`config.mk`:
```
export PLATFORM = sky130hd
export DESIGN_NAME = instr_fetch_unit
export DESIGN_NICKNAME = d
export VERILOG_FILES = /design/src/rtl/instr_fetch_unit.sv
export SDC_FILE = /design/constraint.sdc
export NUM_CORES = 1
export LEC_CHECK = 0
export ABC_AREA = 1
export CAP_MARGIN = 40
export CORE_MARGIN = 5
export CORE_UTILIZATION = 55
export CTS_CLUSTER_DIAMETER = 60
export DETAILED_ROUTE_END_ITERATION = 6
export HOLD_SLACK_MARGIN = 0.15
export PLACE_DENSITY = 0.88
export SYNTH_ARGS = -nofsm -noshare
export SYNTH_HDL_FRONTEND = slang
export SYNTH_SLANG_ARGS = --single-unit
```
`constraint.sdc`:
```
create_clock -name clk -period 4.9 [get_ports clk]
set_input_delay 1.225 -clock clk [delete_from_list [all_inputs] [get_ports clk]]
set_output_delay 1.225 -clock clk [all_outputs]
set_load 0.05 [all_outputs]
```
`src/rtl/instr_fetch_unit.sv`:
```
// Instruction fetch unit: PC sequencer, in-order imem request/response tracking,
// and a small {pc, instr} queue feeding decode. Redirects flush and drop in-flight work.
module instr_fetch_unit #(
  parameter int unsigned       ADDR_W   = 16,
  parameter int unsigned       INSTR_W  = 16,
  parameter int unsigned       QDEPTH   = 2,
  parameter int unsigned       PC_STEP  = 1,
  parameter logic [ADDR_W-1:0] RESET_PC = '0
) (
  input  logic               clk,
  input  logic               reset,
  input  logic               redirect_valid,
  input  logic [ADDR_W-1:0]  redirect_pc,
  output logic               imem_req_valid,
  output logic [ADDR_W-1:0]  imem_req_addr,
  input  logic               imem_req_ready,
  input  logic               imem_rsp_valid,
  input  logic [INSTR_W-1:0] imem_rsp_data,
  output logic               ifq_valid,
  output logic [INSTR_W-1:0] ifq_instr,
  output logic [ADDR_W-1:0]  ifq_pc,
  input  logic               ifq_ready
);

  localparam int unsigned PW = $clog2(QDEPTH);
  localparam int unsigned CW = $clog2(QDEPTH + 1);
  localparam int unsigned SW = CW + 2;

  logic               r_reset_q;
  logic [ADDR_W-1:0]  r_fetch_pc;
  logic [CW-1:0]      r_inflight;
  logic [CW-1:0]      r_drop;
  logic [ADDR_W-1:0]  r_pcf [QDEPTH];
  logic [PW-1:0]      r_pcf_wr;
  logic [PW-1:0]      r_pcf_rd;
  logic [ADDR_W-1:0]  r_q_pc [QDEPTH];
  logic [INSTR_W-1:0] r_q_instr [QDEPTH];
  logic [PW-1:0]      r_q_wr;
  logic [PW-1:0]      r_q_rd;
  logic [CW-1:0]      r_q_count;

  logic [SW-1:0]      w_credit_sum;
  logic               w_req_fire;
  logic               w_rsp_drop;
  logic               w_rsp_take;
  logic               w_push;
  logic               w_pop;
  logic [CW-1:0]      w_drop_redir;

  always_comb begin
    w_credit_sum   = SW'(r_q_count) + SW'(r_inflight) + SW'(r_drop);
    imem_req_valid = !r_reset_q && !redirect_valid && (w_credit_sum < SW'(QDEPTH));
    imem_req_addr  = r_fetch_pc;
    w_req_fire     = imem_req_valid && imem_req_ready;
    w_rsp_drop     = imem_rsp_valid && (r_drop != '0);
    w_rsp_take     = imem_rsp_valid && (r_drop == '0) && (r_inflight != '0);
    w_push         = w_rsp_take && !redirect_valid && !reset;
    ifq_valid      = (r_q_count != '0);
    w_pop          = ifq_valid && ifq_ready;
    ifq_instr      = ifq_valid ? r_q_instr[r_q_rd] : '0;
    ifq_pc         = ifq_valid ? r_q_pc[r_q_rd] : '0;
    // Everything still owed by memory becomes a drop, minus the response retired this cycle
    w_drop_redir   = CW'(SW'(r_drop) + SW'(r_inflight) - SW'(w_rsp_drop || w_rsp_take));
  end

  always_ff @(posedge clk) begin
    if (reset) begin
      r_reset_q  <= 1'b1;
      r_fetch_pc <= RESET_PC;
      r_inflight <= '0;
      r_drop     <= '0;
      r_pcf_wr   <= '0;
      r_pcf_rd   <= '0;
      r_q_wr     <= '0;
      r_q_rd     <= '0;
      r_q_count  <= '0;
    end else begin
      r_reset_q <= 1'b0;
      if (redirect_valid) begin
        r_fetch_pc <= redirect_pc;
        r_drop     <= w_drop_redir;
        r_inflight <= '0;
        r_pcf_wr   <= '0;
        r_pcf_rd   <= '0;
        r_q_wr     <= '0;
        r_q_rd     <= '0;
        r_q_count  <= '0;
      end else begin
        if (w_req_fire) begin
          r_fetch_pc <= r_fetch_pc + ADDR_W'(PC_STEP);
          r_pcf_wr   <= r_pcf_wr + PW'(1);
        end
        if (w_rsp_take) r_pcf_rd <= r_pcf_rd + PW'(1);
        if (w_rsp_drop) r_drop <= r_drop - CW'(1);
        r_inflight <= r_inflight + CW'(w_req_fire) - CW'(w_rsp_take);
        if (w_push) r_q_wr <= r_q_wr + PW'(1);
        if (w_pop)  r_q_rd <= r_q_rd + PW'(1);
        r_q_count <= r_q_count + CW'(w_push) - CW'(w_pop);
      end
    end
  end

  always_ff @(posedge clk) begin
    if (w_req_fire) r_pcf[r_pcf_wr] <= r_fetch_pc;
    if (w_push) begin
      r_q_pc[r_q_wr]    <= r_pcf[r_pcf_rd];
      r_q_instr[r_q_wr] <= imem_rsp_data;
    end
  end

  a_credit_bound: assert property (@(posedge clk) disable iff (reset)
    (w_credit_sum <= SW'(QDEPTH)));

endmodule

```
==> results.toml <==
[grt]
antenna_found_initial = 0
grt_start_max_net_pins = 34
grt-ovfl-total = 0
grtUsageMet3_pct = 5.861
grt.busiest_layer = "met2"
grt_pass1_wl_mm = 18.73
first_global_vias = 3956
grt_usage_pct = 20.68
grt_util_met1_pct = 25.23
met2_usage_pct = 35.04

[timing]
setup_tns_ps = 0
final.setup_skew_ps = 10.09
finalHoldViolCount = 0
slew_viol_final = 0
worstMarginPinSlew_ps = 758.5
timing.slew.headroom_pct = 49.37
min_period_ps = 4258
timing.fmax_mhz = 234.8
setup_viol_count_final = 0
whs_ps = 462.5
post-route-period-util_pct = 86.90
rsz0062_at_grt = "false"

[critical_path]
cpMostUsedCell = "inv_1"
crit_end = "imem_req_valid"
slowest_stage = "clkdlybuf4s50_1"
cpPeakStageDelay_ps = 800
startpoint_type = "register"
cp-startpoint = "r_inflight[1]"
path_class = "register to output pin"
reg2reg_depth = 11
critical_path_required_ps = 3670
cp-end-kind = "output pin"
r2r-end = "r_inflight[1]"
regToRegStartpoint = "r_inflight[1]"
cp.arrival_ps = 3030
crit_path_cell_trace = "inv_1, fa_1, inv_1, ha_1, nor2_8, nand3_2, inv_1, clkdlybuf4s50_1"
ff2ff_setup_slack_ps = 2090
cp_max_fo = 4

[finish]
fin_area_sq_um = 7017
regArea_sq_um = 3463
multi_input_area_sq_um = 1655
n_fill_cell = 650
drive_above_1_share_pct = 14.81
antenna_cells = 0
area_growth_syn_to_layout_pct = 30.42
num-nets-final = 631

[power_and_ir_drop]
power_switching_uw = 572.8
leakage_uw = 0.002579
power_density_nw_per_um2 = 372.4
combPwrFrac_pct = 7.0
clkPwrFrac_pct = 47.8
internal-power_uw = 2040
switching_share_pct = 21.92
p_seq_share_pct = 45.2
ir_worst_vdd_mv = 0.2444

[floorplan]
row_count = 36
io_pins = 88
die_x_microns = 108.9
die_y_microns = 108.9
dieArea_sq_um = 11860
initial_core_util_pct = 55.82
core_area_sq_um = 9639

[synth]
ys_types = 36
netlist_area_sq_um = 5380
syn_inst = 484
ys_ff_latch = 125
yosys_warnings = 0
syn-num-nets = 534
ys_seq_area_share_pct = 64.37
synth_flop_cell = "edfxtp_1"
async_reset_ff_share_pct = 0
syn_area_per_cell_sq_um = 11.12
synth_edf_count = 96

[place]
dp_hpwl_mm = 7.371
place.gp.congestion = 0.9003
placedInstanceArea_sq_um = 6412
port_buffers = 87

[clock_tree]
root_buffer = "clkbuf_8"
holdBufCountCts = 0
clk_pin_slew_worst_paths_ps = 60
clock-sinks = 125
htree_levels = 4
cts_resized = 0
cts_tree = "yes"
post_cts_buffers = 0
cts_inserted_buffers = 17
clk_path_buf_depth = 2
clk_latency_ps = 520

[run_status]
status = "completed"

[detailed_routing]
routed_wl_mm = 11.50
num_vias = 3828
drtPass1Iterations = 5
drc = 0
wl_per_cell_microns = 15.82
post_drt_via_cell_ratio = 5.265
antenna_left = 0
drt_iter0_drc = 227

[flow_run]
max-cap-violations = 0

[hold_path]
hp-class = "register to register"
routing by layer:
| layer | share of wire [%] | up-vias |
|---|---|---|
| met2 | 51 | 167 |
| met1 | 41 | 1799 |
| met3 | 6.6 | 24 |
| met5 | 0 | - |
| li1 | - | 1838 |
| met4 | 1.9 | 0 |
cell usage after synthesis (5+ instances only):
master	count	area, sq um
nand2_1	114	427.9
edfxtp_1	96	2883
a21oi_1	46	230.2
inv_1	40	150.1
nor2_1	31	116.4
dfxtp_1	29	580.6
nand3_1	17	85.08
mux2_2	16	180.2
o21ai_1	12	60.06
clkbuf_1	11	41.29
ha_1	11	137.6
inv_2	6	22.52
o21ai_0	6	30.03
xor2_1	5	43.79
stage by stage:
| step | setup slack (ps) | total power [uW] | std cells | utilization, % |
|---|---|---|---|---|
| 2_1_floorplan | 1437 | 1311 | 484 | - |
| 3_3_place_gp | 812.9 | 1375 | 694 | 66.32 |
| 3_5_place_dp | 816.3 | 1384 | 695 | 66.52 |
| 4_1_cts | 612.5 | 2630 | 727 | 72.79 |
| 5_1_grt | 515.3 | 2706 | 727 | 72.79 |
| 6_report | 641.9 | 2613 | 727 | 72.79 |
worst min path at each step:
| stage | from | depth (start not counted) | slack (ps) | end |
|---|---|---|---|---|
| global placement | r_q_rd | 1 | 440 | r_q_rd |
| global route | r_q_rd | 1 | 500 | r_q_rd |
| floorplan | r_q_rd | 1 | 430 | register |
| finish | r_q_wr | 2 | 460 | r_q_wr |
| CTS | r_q_rd | 1 | 460 | r_q_rd |
| detailed placement | r_q_rd | 1 | 450 | r_q_rd |
sequential cells by signal, summed over array words and instances (netlist names), 2 cells and up, named ones only:
| register | flops |
|---|---|
| imem_req_addr | 16 |
| r_inflight | 2 |
| r_drop | 2 |
| r_q_instr | 32 |
| r_pcf | 32 |
| r_q_pc | 32 |
| r_q_count | 2 |
cell type report:
class	count	share of cell area, %
flip-flops and latches	125	49.36
multi-input cells	294	23.59
repair buffers	96	13.55
clock buffers	19	6.295
inverters	47	2.514
well taps	133	2.372
clock inverters	13	2.318
layout by cell type (no fill, tap or decap), types with 16 or more instances in the layout:
cell type	Yosys	layout
nand2_1	114	114
edfxtp_1	96	96
clkdlybuf4s50_1	0	87
a21oi_1	46	46
inv_1	40	40
nor2_1	31	29
dfxtp_1	29	29
nand3_1	17	17
mux2_2	16	16
clkbuf_16	0	16
kinds of logic (layout without fill, tap and decap cells):
| kind of cell | Yosys count | count (layout) | share of synthesized area, % |
|---|---|---|---|
| adders and majority gates | 12 | 12 | 2.930 |
| xor gates and xnor gates | 9 | 9 | 1.465 |
| DFF | 125 | 125 | 64.37 |
| AOI/OAI and AO/OA | 75 | 75 | 7.558 |
| and+or+nand+nor | 181 | 181 | 15.09 |
| muxes | 17 | 17 | 3.535 |
| buffers and inverters | 65 | 175 | 5.046 |
critical path, delay by kind of cell, from the launching register on:
kind	cells	cell delay, ps
fa+ha+maj	2	890
flops	1	400
buf+inv	4	1010
simple gates	2	220
power groups by stage:
stage               clock network [uW]  logic, uW  registers [uW]
finish                            1250        183            1180
global route                      1320        201            1180
CTS                               1270        183            1180
detailed placement                   0        181            1200
global placement                     0        175            1200
floorplan                            0       85.3            1230
(Power assumes the default switching activity.)
